===== config.mk =====
export PLATFORM = sky130hd
export DESIGN_NAME = shift_exec_stage_flat
export DESIGN_NICKNAME = d
export VERILOG_FILES = /design/src/rtl/shift_pkg.sv /design/src/rtl/shift_exec_stage_if.sv /design/src/rtl/shift_core.sv /design/src/rtl/shift_exec_stage.sv /design/src/flat_wrapper.sv
export SDC_FILE = /design/constraint.sdc
export NUM_CORES = 1
export LEC_CHECK = 0
export CORE_ASPECT_RATIO = 0.8
export CORE_MARGIN = 1
export CORE_UTILIZATION = 54
export CTS_BUF_LIST = sky130_fd_sc_hd__clkbuf_8
export CTS_CLUSTER_SIZE = 24
export DETAILED_ROUTE_END_ITERATION = 8
export GPL_TIMING_DRIVEN = 0
export PLACE_DENSITY = 0.83
export SETUP_SLACK_MARGIN = 0.5
export SLEW_MARGIN = 20
export SYNTH_ARGS = -nofsm -noshare
export SYNTH_HDL_FRONTEND = slang
export SYNTH_SLANG_ARGS = --single-unit

===== constraint.sdc =====
create_clock -name clk -period 4.3 [get_ports clk]
set_input_delay 0.86 -clock clk [delete_from_list [all_inputs] [get_ports clk]]
set_output_delay 0.86 -clock clk [all_outputs]
set_load 0.1 [all_outputs]

===== src/rtl/shift_pkg.sv =====
`default_nettype none
// ============================================================================
//  Module      : shift_pkg
//  Description : Shared definitions for the shift execute stage: shift
//                operation encodings and default datapath widths.
//  Revision    : 1.0  initial release
// ============================================================================
package shift_pkg;

  // Default datapath geometry. SH_SHW must satisfy 2**SH_SHW > SH_WIDTH so
  // that every amount up to and beyond the operand width can be expressed.
  localparam int SH_WIDTH = 16;
  localparam int SH_SHW   = 5;

  // Shift operation encoding carried on in_op.
  typedef enum logic [1:0] {
    SH_SLL = 2'b00,   // logical left
    SH_SRL = 2'b01,   // logical right
    SH_SRA = 2'b10,   // arithmetic right (sign fill)
    SH_ROL = 2'b11    // rotate left by amount mod width
  } shift_op_t;

endpackage : shift_pkg
`default_nettype wire


===== src/rtl/shift_exec_stage_if.sv =====
`default_nettype none
// ============================================================================
//  Module      : shift_exec_stage_if
//  Description : Bundles the upstream (op issue) and downstream (writeback)
//                valid/ready handshakes of the shift execute stage.
//  Revision    : 1.0  initial release
//
//  Signals
//    in_valid    upstream op is valid
//    in_ready    stage can accept an op this cycle
//    in_op       2-bit operation (see shift_pkg::shift_op_t)
//    in_data     WIDTH-bit operand
//    in_shamt    SHW-bit unsigned shift amount
//    out_valid   result is valid
//    out_ready   writeback accepts the result
//    out_result  WIDTH-bit shifted value
//    out_carry   last bit shifted out
//    out_zero    out_result == 0
//
//  Modports
//    slave   : the execute stage itself
//    master  : the environment (issue logic + writeback)
// ============================================================================
interface shift_exec_stage_if
  import shift_pkg::*;
#(
  parameter int WIDTH = SH_WIDTH,
  parameter int SHW   = SH_SHW
);

  logic             in_valid;
  logic             in_ready;
  logic [1:0]       in_op;
  logic [WIDTH-1:0] in_data;
  logic [SHW-1:0]   in_shamt;

  logic             out_valid;
  logic             out_ready;
  logic [WIDTH-1:0] out_result;
  logic             out_carry;
  logic             out_zero;

  modport slave (
    input  in_valid,
    input  in_op,
    input  in_data,
    input  in_shamt,
    output in_ready,
    output out_valid,
    output out_result,
    output out_carry,
    output out_zero,
    input  out_ready
  );

  modport master (
    output in_valid,
    output in_op,
    output in_data,
    output in_shamt,
    input  in_ready,
    input  out_valid,
    input  out_result,
    input  out_carry,
    input  out_zero,
    output out_ready
  );

endinterface : shift_exec_stage_if
`default_nettype wire


===== src/rtl/shift_core.sv =====
`default_nettype none
// ============================================================================
//  Module      : shift_core
//  Description : Purely combinational shifter. Computes result and carry for
//                SLL / SRL / SRA / ROL using a single left-shift network.
//                Right shifts bit-reverse the operand on the way in and the
//                result on the way out.
//  Revision    : 1.0  initial release
//
//  Ports
//    op_i      in   2      operation (shift_pkg::shift_op_t encoding)
//    data_i    in   WIDTH  operand
//    shamt_i   in   SHW    shift amount, unsigned
//    result_o  out  WIDTH  shifted value
//    carry_o   out  1      last bit shifted out (0 for ROL)
// ============================================================================
module shift_core
  import shift_pkg::*;
#(
  parameter int WIDTH = SH_WIDTH,
  parameter int SHW   = SH_SHW
)
(
  input  logic [1:0]       op_i,
  input  logic [WIDTH-1:0] data_i,
  input  logic [SHW-1:0]   shamt_i,
  output logic [WIDTH-1:0] result_o,
  output logic             carry_o
);

  // The network is twice the operand width. The upper half catches the bits
  // pushed out of the operand: bit WIDTH is always the last bit shifted out,
  // and for a rotate the upper half holds the wrapped-around bits.
  localparam int EXT = 2 * WIDTH;

  logic [WIDTH-1:0] w_data_rev;
  logic [WIDTH-1:0] w_low_rev;
  logic [WIDTH-1:0] w_net_in;
  logic [SHW-1:0]   w_rot_amt;
  logic [SHW-1:0]   w_amt;
  logic             w_is_right;
  logic             w_sra_fill;
  logic [EXT-1:0]   w_fill_mask;
  logic [EXT-1:0]   w_shifted;

  // Bit reversal of the operand (input side) and of the low half of the
  // network output (output side) for right shifts.
  for (genvar i = 0; i < WIDTH; i++) begin : g_rev_in
    assign w_data_rev[i] = data_i[WIDTH-1-i];
  end

  for (genvar i = 0; i < WIDTH; i++) begin : g_rev_out
    assign w_low_rev[i] = w_shifted[WIDTH-1-i];
  end

  // Rotation only needs the amount modulo the width.
  assign w_rot_amt = SHW'(32'(shamt_i) % 32'(WIDTH));

  always_comb begin
    w_is_right  = 1'b0;
    w_sra_fill  = 1'b0;
    w_net_in    = data_i;
    w_amt       = shamt_i;
    w_fill_mask = '0;
    w_shifted   = '0;
    result_o    = '0;
    carry_o     = 1'b0;

    case (shift_op_t'(op_i))
      SH_SRL: w_is_right = 1'b1;
      SH_SRA: begin
        w_is_right = 1'b1;
        w_sra_fill = data_i[WIDTH-1];
      end
      SH_ROL:  w_amt = w_rot_amt;
      default: ;
    endcase

    if (w_is_right) begin
      w_net_in = w_data_rev;
    end

    // Arithmetic fill: in the reversed domain the sign bits enter from the
    // bottom, so every position below the amount is forced to the sign. The
    // mask spans the full network, which also makes bit WIDTH equal to the
    // sign once the amount exceeds the width.
    if (w_sra_fill) begin
      w_fill_mask = ~({EXT{1'b1}} << w_amt);
    end

    w_shifted = ({{WIDTH{1'b0}}, w_net_in} << w_amt) | w_fill_mask;

    case (shift_op_t'(op_i))
      SH_SLL: begin
        result_o = w_shifted[WIDTH-1:0];
        carry_o  = w_shifted[WIDTH];
      end
      SH_SRL, SH_SRA: begin
        result_o = w_low_rev;
        carry_o  = w_shifted[WIDTH];
      end
      default: begin
        // Rotate: recombine the bits that left the top with the rest.
        result_o = w_shifted[WIDTH-1:0] | w_shifted[EXT-1:WIDTH];
        carry_o  = 1'b0;
      end
    endcase
  end

endmodule : shift_core
`default_nettype wire


===== src/rtl/shift_exec_stage.sv =====
`default_nettype none
// ============================================================================
//  Module      : shift_exec_stage
//  Description : Two-stage pipelined shift execute stage. S1 registers the
//                op/operand/amount, S2 registers result and flags for
//                writeback. Full throughput of one op per clock with
//                back-pressure from writeback propagating upstream.
//  Revision    : 1.0  initial release
//
//  Ports
//    clk    in   1   single clock, rising edge
//    rst_n  in   1   asynchronous active-low reset
//    bus    slave modport of shift_exec_stage_if:
//             in_valid/in_ready/in_op/in_data/in_shamt   (upstream)
//             out_valid/out_ready/out_result/out_carry/out_zero (writeback)
// ============================================================================
module shift_exec_stage
  import shift_pkg::*;
#(
  parameter int WIDTH = SH_WIDTH,
  parameter int SHW   = SH_SHW
)
(
  input  logic              clk,
  input  logic              rst_n,
  shift_exec_stage_if.slave bus
);

  // ---------------------------------------------------------------------------
  // Pipeline registers
  // ---------------------------------------------------------------------------
  logic             s1_valid_q,   s1_valid_d;
  logic [1:0]       s1_op_q,      s1_op_d;
  logic [WIDTH-1:0] s1_data_q,    s1_data_d;
  logic [SHW-1:0]   s1_shamt_q,   s1_shamt_d;

  logic             out_valid_q,  out_valid_d;
  logic [WIDTH-1:0] out_result_q, out_result_d;
  logic             out_carry_q,  out_carry_d;
  logic             out_zero_q,   out_zero_d;

  logic             w_s2_adv;
  logic             w_can_accept;
  logic [WIDTH-1:0] w_core_result;
  logic             w_core_carry;

  // S2 can take a new value when empty or when its content leaves this cycle;
  // S1 can take a new op when empty or when it moves into S2 this cycle.
  assign w_s2_adv     = !out_valid_q || bus.out_ready;
  assign w_can_accept = !s1_valid_q || w_s2_adv;

  // in_ready is forced low while reset is held; the registers themselves
  // ignore their next-state inputs during reset, so the gating stays off the
  // internal paths.
  assign bus.in_ready   = rst_n && w_can_accept;
  assign bus.out_valid  = out_valid_q;
  assign bus.out_result = out_result_q;
  assign bus.out_carry  = out_carry_q;
  assign bus.out_zero   = out_zero_q;

  // ---------------------------------------------------------------------------
  // Shift datapath, fed from S1
  // ---------------------------------------------------------------------------
  shift_core #(
    .WIDTH (WIDTH),
    .SHW   (SHW)
  ) u_core (
    .op_i     (s1_op_q),
    .data_i   (s1_data_q),
    .shamt_i  (s1_shamt_q),
    .result_o (w_core_result),
    .carry_o  (w_core_carry)
  );

  // ---------------------------------------------------------------------------
  // Next-state logic
  // ---------------------------------------------------------------------------
  always_comb begin
    s1_valid_d   = s1_valid_q;
    s1_op_d      = s1_op_q;
    s1_data_d    = s1_data_q;
    s1_shamt_d   = s1_shamt_q;
    out_valid_d  = out_valid_q;
    out_result_d = out_result_q;
    out_carry_d  = out_carry_q;
    out_zero_d   = out_zero_q;

    // S1: when it may move, it becomes whatever upstream offers. Operand
    // registers only load on a real transfer to avoid needless toggling.
    if (w_can_accept) begin
      s1_valid_d = bus.in_valid;
      if (bus.in_valid) begin
        s1_op_d    = bus.in_op;
        s1_data_d  = bus.in_data;
        s1_shamt_d = bus.in_shamt;
      end
    end

    // S2: while stalled (out_valid && !out_ready) everything holds.
    if (w_s2_adv) begin
      out_valid_d = s1_valid_q;
      if (s1_valid_q) begin
        out_result_d = w_core_result;
        out_carry_d  = w_core_carry;
        out_zero_d   = (w_core_result == '0);
      end
    end
  end

  // ---------------------------------------------------------------------------
  // State registers
  // ---------------------------------------------------------------------------
  always_ff @(posedge clk or negedge rst_n) begin
    if (!rst_n) begin
      s1_valid_q   <= 1'b0;
      s1_op_q      <= '0;
      s1_data_q    <= '0;
      s1_shamt_q   <= '0;
      out_valid_q  <= 1'b0;
      out_result_q <= '0;
      out_carry_q  <= 1'b0;
      out_zero_q   <= 1'b0;
    end else begin
      s1_valid_q   <= s1_valid_d;
      s1_op_q      <= s1_op_d;
      s1_data_q    <= s1_data_d;
      s1_shamt_q   <= s1_shamt_d;
      out_valid_q  <= out_valid_d;
      out_result_q <= out_result_d;
      out_carry_q  <= out_carry_d;
      out_zero_q   <= out_zero_d;
    end
  end

endmodule : shift_exec_stage
`default_nettype wire


===== src/flat_wrapper.sv =====
// flat-port wrapper written by rule: the top's interface ports become plain ports
module shift_exec_stage_flat import shift_pkg::*;
#(
  parameter int WIDTH = SH_WIDTH,
  parameter int SHW   = SH_SHW
)
  (clk, rst_n, bus_in_valid, bus_in_op, bus_in_data, bus_in_shamt, bus_in_ready, bus_out_valid, bus_out_result, bus_out_carry, bus_out_zero, bus_out_ready);
  shift_exec_stage_if #(.WIDTH(WIDTH), .SHW(SHW)) bus_i ();
  input  logic clk;
  input  logic rst_n;
  input wire logic [$bits(bus_i.in_valid)-1:0] bus_in_valid;
  input wire logic [$bits(bus_i.in_op)-1:0] bus_in_op;
  input wire logic [$bits(bus_i.in_data)-1:0] bus_in_data;
  input wire logic [$bits(bus_i.in_shamt)-1:0] bus_in_shamt;
  output wire logic [$bits(bus_i.in_ready)-1:0] bus_in_ready;
  output wire logic [$bits(bus_i.out_valid)-1:0] bus_out_valid;
  output wire logic [$bits(bus_i.out_result)-1:0] bus_out_result;
  output wire logic [$bits(bus_i.out_carry)-1:0] bus_out_carry;
  output wire logic [$bits(bus_i.out_zero)-1:0] bus_out_zero;
  input wire logic [$bits(bus_i.out_ready)-1:0] bus_out_ready;
  assign bus_i.in_valid = bus_in_valid;
  assign bus_i.in_op = bus_in_op;
  assign bus_i.in_data = bus_in_data;
  assign bus_i.in_shamt = bus_in_shamt;
  assign bus_in_ready = bus_i.in_ready;
  assign bus_out_valid = bus_i.out_valid;
  assign bus_out_result = bus_i.out_result;
  assign bus_out_carry = bus_i.out_carry;
  assign bus_out_zero = bus_i.out_zero;
  assign bus_i.out_ready = bus_out_ready;
  shift_exec_stage #(.WIDTH(WIDTH), .SHW(SHW)) u_core (.clk(clk), .rst_n(rst_n), .bus(bus_i));
endmodule

Word-level counts from Yosys, hierarchy flattened
Cells that the tools add are included.
Storage, ports and cells
  output and inout bits: 20
  logic and storage cells: 34
  RAM bits: 0
  memory bits (read-only): 0
  bits of input ports: 27
  memories: 0
  latch bits: 0
  register bits: 43
Cells by class
  div/mod/pow operators: 0
  $mul: 0
  eq/ne operators: 3
  $add $sub $neg: 0
  $lt $le $gt $ge: 0
  reductions and logical operators: 11
  shifts and indexed selects: 2
  muxes and demuxes: 7
  bitwise gates (word level): 3
Operators by type and width (count)
  two-way mux 32 bit: 1
  inverter 32 bit: 1
  bitwise OR 32 bit: 1
  case mux 16 bit (2 select lines): 1
  << shifter 16 x 5 -> 32 bit: 1
  << shifter 32 x 5 -> 32 bit (first input constant): 1
  zero test 16 bit: 1
  two-way mux 16 bit: 1
  bitwise OR 16 bit: 1
  two-way mux 5 bit: 1
  equality test 2 bit (second input constant): 2
  AND reduction 2 bit: 2
  two-way mux 1 bit: 3
  OR reduction 3 bit: 1
  equality test 2 x 1 -> 1 bit (second input constant): 1
  zero test 1 bit: 2
  zero test 2 bit: 1
  logical OR 1 bit: 2
  OR reduction 2 bit: 1
  logical AND 1 bit: 1

Logic depth before layout (Yosys ltp)
Gate-level depths: netlist of run 1.
  depth after elaboration: 9
  depth in mapped cells: 14

Modules after synthesis
From an unflattened synthesis of run 1, not the netlist that was laid out.
Second synthesis, totals
  cells, all modules: 422
  area, all modules: 4212.8 sq um
By module, submodules not included
  shift_core: cells an instance 322, area each 2452.4 sq um, times used 1
  shift_exec_stage: cells an instance 100, area each 1760.4 sq um, times used 1

Worst setup path before layout of run 1
OpenSTA, ideal clock, no wires.
  path kind: flip-flop to flip-flop
  from: reg u_core.s1_op_q[1]
  to: reg u_core.out_zero_q (netlist: u_core.bus.out_zero)
  slack: 688 ps
  arrival time: 3509 ps
  stages on the path, launching flop included: 13
  path buffers: 1
  setup time: 104 ps
  cell sequence: dfrtp_1 -> inv_1 -> ha_1 -> buf_6 -> mux4_2 -> nand2_1 -> nand2_1 -> a221o_1 -> or4_1 -> a221oi_2 -> nand4_1 -> or4_1 -> o41ai_2
Between the ends
  cells in the longest elaborated chain, start to end: 9
  elaborated cells between the ends (all ways): 17
  those cells by class: eq/ne (3); shift (2); mux (6); bitwise (3); reduce/logical (3)
RTL lines
  from (decl): line shift_exec_stage.sv:33  | logic [1:0] s1_op_q, s1_op_d;
  from (signal assigned): line shift_exec_stage.sv:125  | s1_op_q <= s1_op_d;
  equality test 2 x 1 -> 1 bit, or another cell as far along: line shift_core.sv:69, shift_core.sv:93
  OR reduction 2 bit (no source line) / two-way mux 5 bit (equally long branches)
  two-way mux 1 bit / << shifter 32 x 5 -> 32 bit (equally long branches): line shift_core.sv:69, shift_core.sv:88
  two-way mux 16 bit / inverter 32 bit (equally long branches): line shift_core.sv:79, shift_core.sv:88
  << shifter 16 x 5 -> 32 bit / two-way mux 32 bit (equally long branches): line shift_core.sv:91, shift_core.sv:87
  bitwise OR 32 bit: line shift_core.sv:91  | w_shifted = ({{WIDTH{1'b0}}, w_net_in} << w_amt) | w_fill_mask;
  bitwise OR 16 bit: line shift_core.sv:104  | result_o = w_shifted[WIDTH-1:0] | w_shifted[EXT-1:WIDTH];
  case mux 16 bit (2 select lines) *: line shift_core.sv:93  | case (shift_op_t'(op_i))
  zero test 16 bit *: line shift_exec_stage.sv:105  | out_zero_d = (w_core_result == '0);
  to (signal assigned): line shift_exec_stage.sv:131  | out_zero_q <= out_zero_d;
  to (decl): line shift_exec_stage.sv:40  | logic out_zero_q, out_zero_d;
Every way passes the cells marked *; elsewhere a longest branch is shown, timed or not.
A chain may end at the register's enable or synchronous reset.

Worst setup path in the final report of run 1
  from: reg u_core.s1_shamt_q[1]
  to: reg u_core.out_zero_q (netlist: u_core.bus.out_zero)
Between the ends
  cells in the longest elaborated chain, start to end: 8
  elaborated cells between the ends (all ways): 9
  those cells by class: shift (2); mux (3); bitwise (3); reduce/logical (1)
RTL lines
  from (decl): line shift_exec_stage.sv:35  | logic [SHW-1:0] s1_shamt_q, s1_shamt_d;
  from (signal assigned): line shift_exec_stage.sv:127  | s1_shamt_q <= s1_shamt_d;
  two-way mux 5 bit *: line shift_core.sv:69  | case (shift_op_t'(op_i))
  << shifter 32 x 5 -> 32 bit: line shift_core.sv:88  | w_fill_mask = ~({EXT{1'b1}} << w_amt);
  inverter 32 bit: line shift_core.sv:88
  two-way mux 32 bit: line shift_core.sv:87  | if (w_sra_fill) begin
  bitwise OR 32 bit *: line shift_core.sv:91
  bitwise OR 16 bit: line shift_core.sv:104
  case mux 16 bit (2 select lines) *: line shift_core.sv:93
  zero test 16 bit *: line shift_exec_stage.sv:105
Marked as above.

==> impl_metrics.ini, run 1 <==
[floorplan]
io_pins = 47
rows = 28
start_util = 0.565
core_area_mm2 = 0.00750
fp.dieH_um = 81.2
dieArea_mm2 = 0.00820
die_w_um = 101

[setup_path]
crit_type = flop to flop
startpoint_type = flop
crit_slowest_cell = clkbuf_1
cp.buffers_inverters = 4
cpLargestDelayFamily = buffers and inverters
crit_required_ps = 4530
crit_fanout = 10
path_cells = clkbuf_1, clkbuf_1, clkbuf_1, clkbuf_2, mux4_2, o22ai_1, nand4_1, or4_4, o41ai_2
rrSetupSlack_ps = 560
critPathMaxStageDelay_ps = 550
end_kind = flop
cp.arrival_ps = 3970
crit_top_cell = clkbuf_1

[sta]
min_period_over_period = 0.870
finalSetupViolations = 0
finalMaxSlewViolations = 0
hold_viol = 0
rsz0062_at_grt = false
maxSlewHeadroom = 0.323
fin_crit_ps = 3740
worstMarginPinSlew_ps = 1010
finClkSkew_ps = 18.3
setup_tns_ps = 0
max_freq_mhz = 267

[drt]
via_per_inst = 7.38
drtPass1Iterations = 9
drc = 22
drtIter0Drc = 834
wire_per_inst_um = 25.3
vias = 4878
wl_um = 16800
detail-route-antenna-nets = 0

[power_and_ir_drop]
p_int_mw = 1.41
leakage_nw = 1.98
pwr-share-seq = 0.194
p_switching_mw = 1.70
power.density_mw_per_mm2 = 600
combPwrFrac = 0.694
vdd_drop_max_mv = 0.570
p_clk_frac = 0.112
switching_share = 0.547

[place]
hpwl_um = 12000
place_congestion = 1.02
dp_cells = 642
io_buffer_count = 46

[grt]
grt_pass1_wl_um = 25500
grt.overflow.total = 0
grt_pass1_vias = 4548
antenna_found_initial = 0
grt_max_degree = 33
grt_usage = 0.421

[yosys]
synth_fp_nets = 520
yosysWarnings = 0
synth_flop_cell = dfrtp_1
postSynthCellCount = 490
synth-seq-cells = 43
mappedNetlistArea_mm2 = 0.00423
synth-async-reset-ratio = 1.00
synth_cell_types = 67
syn_avg_cell_area_um2 = 8.64
ys_seq_area_frac = 0.254
synth_edf_count = 0

[finish]
final_nets = 585
syn_to_final_growth_pct = 22.2
instances_no_fill = 661
fin_util = 0.690
num_antenna_cells = 0
drive_above_1_share = 0.245

[clock_network]
clockBufferDepth = 2
path_clk_slew_ps = 110
htreeDepth = 2
numCtsBuffers = 5
ctsRootBufferMaster = clkbuf_8
clk_latency_ps = 320
clock-sinks = 43
cts_tree = yes

[hold_path]
min_path_type = input pin to asynchronous set/reset pin

[flow_run]
drv_cap = 0

[run_status]
status = complete, but fails checks
violations = DRC
area by class of cell:
type | instances | area, µm²
clock buffer | 5 | 68.8
timing repair buffer | 58 | 558
buffer | 45 | 219
tap | 105 | 131
clock inverter | 3 | 46.3
sequential | 43 | 1080
fill | 610 | 2320
inverter | 8 | 30.0
multi-input combinational | 394 | 3050
synthesized netlist by cell type, types with 5 or more instances:
cell type  count  area, µm²
nand2b_1      13       81.3
clkbuf_1      28        105
buf_2          7       35.0
a221oi_1       6       52.6
nor2_1        28        105
dfrtp_1       43       1080
o31ai_1        5       37.5
o311ai_0       5       43.8
nor2b_1        6       37.5
nand2_1       60        225
mux2_2        55        619
a31oi_1        5       31.3
nor3_1        14       70.1
nand4_1       11       68.8
nand3_1        9       45.0
buf_1          9       33.8
o211ai_1       6       45.0
a211oi_1       8       60.1
inv_1          5       18.8
a22o_1         6       52.6
mux2i_1       13        130
a21oi_1       22        110
mux4_2        11        248
o22ai_1        7       43.8
o21ai_0       34        170
and2_1         7       43.8
final timing paths:
path                       cells past startpoint                     start                  endpoint
setup / recovery                               9      u_core.s1_shamt_q[1]       u_core.bus.out_zero
hold / removal                                 1                     rst_n      u_core.s1_data_q[13]
setup reg to reg                               9      u_core.s1_shamt_q[1]       u_core.bus.out_zero
hold reg to reg                                2  u_core.bus.out_result[1]  u_core.bus.out_result[1]
max in group asynchronous                      2                     rst_n  u_core.bus.out_result[4]
min in group clk                               2  u_core.bus.out_result[1]  u_core.bus.out_result[1]
through the flow:
step           worst slack (ps)  area (µm²)  power, mW  hold WS, ps
2_1_floorplan               688        4230       1.99          509
3_3_place_gp               -659        4830       2.50          462
3_5_place_dp                156        4840       2.52          471
4_1_cts                     502        5060       2.93          449
5_1_grt                     506        5170       3.20          459
6_report                    561        5170       3.11          447
cells in the final DEF, fill, tap and decap left out, types with 14 or more instances in the layout:
| master | n |
|---|---|
| nand2_1 | 59 |
| mux2_2 | 55 |
| dfrtp_1 | 43 |
| a21oi_1 | 22 |
| o21ai_0 | 32 |
| clkdlybuf4s50_1 | 45 |
| nor2_1 | 27 |
| mux4_2 | 14 |
| clkbuf_1 | 24 |
| nor3_1 | 14 |
per-layer routing:
layer | track usage | part of all wire | vias to the layer above
met5 | 0 | 0 | -
met2 | 0.608 | 0.40 | 479
li1 | - | - | 2000
met3 | 0.149 | 0.15 | 132
met1 | 0.556 | 0.39 | 2267
met4 | 0.210 | 0.059 | 0
cell families (layout without fill, tap and decap cells):
family          Yosys count  after routing  share of synthesized area
flops                    43             43                      0.254
mux                      83             83                      0.260
compound gates          143            143                      0.237
fa+ha+maj                 3              3                    0.00887
xor+xnor                  1              1                    0.00207
simple gates            164            164                      0.187
buf+inv                  53            119                     0.0508
power by group through the flow:
stage	Combinational [mW]	Clock, mW	Sequential (mW)
finish	2.16	0.349	0.601
global route	2.23	0.363	0.611
CTS	1.99	0.351	0.593
detailed placement	1.92	0	0.601
global placement	1.92	0	0.588
floorplan	0.938	0	1.05
what timing repair did:
| item | in CTS | in global routing |
|---|---|---|
| cloned | 0 | 0 |
| resized for setup | 21 | 27 |
| pin swaps | 4 | 10 |
| setup buffers | 6 | 5 |
| hold buffers | 0 | 0 |
| endpoints found under the hold margin | 0 | 0 |
| setup endpoints to repair | 1 | 2 |
state kept, by name, indices dropped and copies added, names as in the netlist:
name,flops
u_core.bus.out_carry,1
u_core.bus.out_result,16
u_core.bus.out_valid,1
u_core.bus.out_zero,1
u_core.s1_data_q,16
u_core.s1_op_q,2
u_core.s1_shamt_q,5
u_core.s1_valid_q,1
(Power assumes the default switching activity.)
==> run 2, diff against run 1 <==
CAP_MARGIN = 15   (was unset)
TNS_END_PERCENT = 20   (was unset)
==> results of run 2 <==
Same layout as run 1: the final DEF is identical, and so are final timing and power.
==> run 3, diff against run 2 <==
CELL_PAD_IN_SITES_DETAIL_PLACEMENT = 0   (was unset)
CELL_PAD_IN_SITES_GLOBAL_PLACEMENT = 1   (was unset)
CORE_UTILIZATION = 45   (was 54)
PLACE_DENSITY = 0.89   (was 0.83)
==> impl_metrics.ini, run 3 (same netlist as run 1, synthesis figures left out) <==
[run_status]
status = finished clean

[grt]
grt_pass1_vias = 4343
antenna_found_initial = 1
grt_pass1_wl_um = 24700
grt_usage = 0.325
grt_max_degree = 30
grt.overflow.total = 0

[sta]
max_freq_mhz = 269
min_period_over_period = 0.864
finalMaxSlewViolations = 0
finClkSkew_ps = 7.12
hold_viol = 0
fin_crit_ps = 3710
worstMarginPinSlew_ps = 968
finalSetupViolations = 0
maxSlewHeadroom = 0.350
rsz0062_at_grt = false
layout_setup_ws_ps = 586

[power_and_ir_drop]
vdd_drop_max_mv = 0.288
power.density_mw_per_mm2 = 589
switching_share = 0.543
leakage_nw = 1.98
p_switching_mw = 1.66
combPwrFrac = 0.693
p_clk_frac = 0.113
pwr-share-seq = 0.195
p_int_mw = 1.40
p_total_mw = 3.06

[setup_path]
end_kind = flop
crit_fanout = 3
crit_end = u_core.bus.out_zero
crit_required_ps = 4520
r2r_start = u_core.s1_op_q[0]
cp.arrival_ps = 3930
path_cells = inv_1, ha_4, mux4_2, and2_1, or2_1, mux4_1, o21ai_0, nor2b_1, nand4_1, or4_1, o41ai_2
cp.buffers_inverters = 1
cp-startpoint = u_core.s1_op_q[0]
r2r-end = u_core.bus.out_zero
cp.depth = 11
rrSetupSlack_ps = 590
cpLargestDelayFamily = simple AND/OR/NAND/NOR gates
critPathMaxStageDelay_ps = 530
crit_type = flop to flop
rr_worst_depth = 11
startpoint_type = flop
crit_slowest_cell = mux4_2

[floorplan]
core_area_mm2 = 0.00908
rows = 31
fp.dieH_um = 88.8
start_util = 0.467
dieArea_mm2 = 0.00980
io_pins = 47
die_w_um = 110

[drt]
drtIter0Drc = 619
wl_met1_um = 6580
dr_wl_met3_um = 2200
wire_per_inst_um = 23.6
drtPass1Iterations = 8
wl_um = 15800
via_per_inst = 7.02
routed.top_layer = met4
wl_met2_um = 6580
detail-route-antenna-nets = 0
drc = 0
vias = 4710

[finish]
fin_util = 0.571
mostFrequentLayoutCell = nand2_1
final_cell_mix = 59 x nand2_1, 55 x mux2_2, 45 x clkdlybuf4s50_1
fill_cells = 846
drive_above_1_share = 0.241
syn_to_final_growth_pct = 22.5
instances_no_fill = 671
fin_area_mm2 = 0.00519
final_nets = 584

[clock_network]
clk_latency_ps = 310
clockBufferDepth = 2
clock-sinks = 43
cts_tree = yes
ctsRootBufferMaster = clkbuf_8
numCtsBuffers = 5
hold_buffers = 0
htreeDepth = 2
path_clk_slew_ps = 100

[place]
dpl_worst_slack_ps = 183
dp_cells = 652
place_congestion = 1.02
io_buffer_count = 46
placed_cell_area_mm2 = 0.00485
hpwl_um = 11900

[hold_path]
min_path_type = input pin to asynchronous set/reset pin

[flow_run]
drv_cap = 0
run 3: cell types whose count changed in the layout (fill, tap and decap cells not counted), moves of 2 or more:
cell and delta:
inv_2 -2, buf_2 +2, inv_1 +2, nor2_2 +2, clkbuf_1 -2, a211oi_2 -2, a211oi_1 +2
run 3: how the worst min path moves through the flow:
stage	cells past startpoint	to	slack (ps)
detailed placement	2	u_core.bus.out_result[12]	460
floorplan	1	u_core.s1_op_q[0]	510
global placement	2	u_core.bus.out_result[12]	470
global route	1	u_core.s1_data_q[11]	490
CTS	2	u_core.bus.out_result[12]	490
finish	1	u_core.bus.out_result[8]	490
run 3: metal layers:
layer	vias up	track usage
met5	-	0
met4	0	0.128
met3	65	0.0918
met2	379	0.469
met1	2260	0.460
li1	2006	-
run 3: per-stage QoR:
step           setup TNS, ps  hold slack [ps]
2_1_floorplan              0              509
3_3_place_gp            -783              465
3_5_place_dp               0              464
4_1_cts                    0              487
5_1_grt                    0              492
6_report                   0              487
run 3: power by group through the flow:
stage	registers (mW)	logic [mW]	clock network, mW
2_1_floorplan	1.05	0.938	0
5_1_grt	0.608	2.20	0.365
4_1_cts	0.590	2.00	0.345
3_3_place_gp	0.593	1.92	0
3_5_place_dp	0.599	1.92	0
6_report	0.595	2.12	0.344
run 3: final cells by class:
| class | count | area, µm² | share of cell area |
|---|---|---|---|
| Multi-Input combinational cell | 394 | 3050 | 0.588 |
| Sequential cell | 43 | 1080 | 0.207 |
| Timing Repair Buffer | 57 | 551 | 0.106 |
| Buffer | 45 | 218 | 0.0420 |
| Tap cell | 115 | 144 | 0.0277 |
| Clock buffer | 5 | 68.8 | 0.0133 |
| Clock inverter | 3 | 46.3 | 0.00893 |
| Inverter | 8 | 30.0 | 0.00579 |
| Antenna cell | 1 | 2.50 | 0.000483 |
run 3: repair_timing:
item                       4_1_cts  5_1_grt
gates resized for setup         19       30
setup buffers                    9        1
setup endpoints to repair        1        2
cloned                           0        0
pin swaps                        6        8
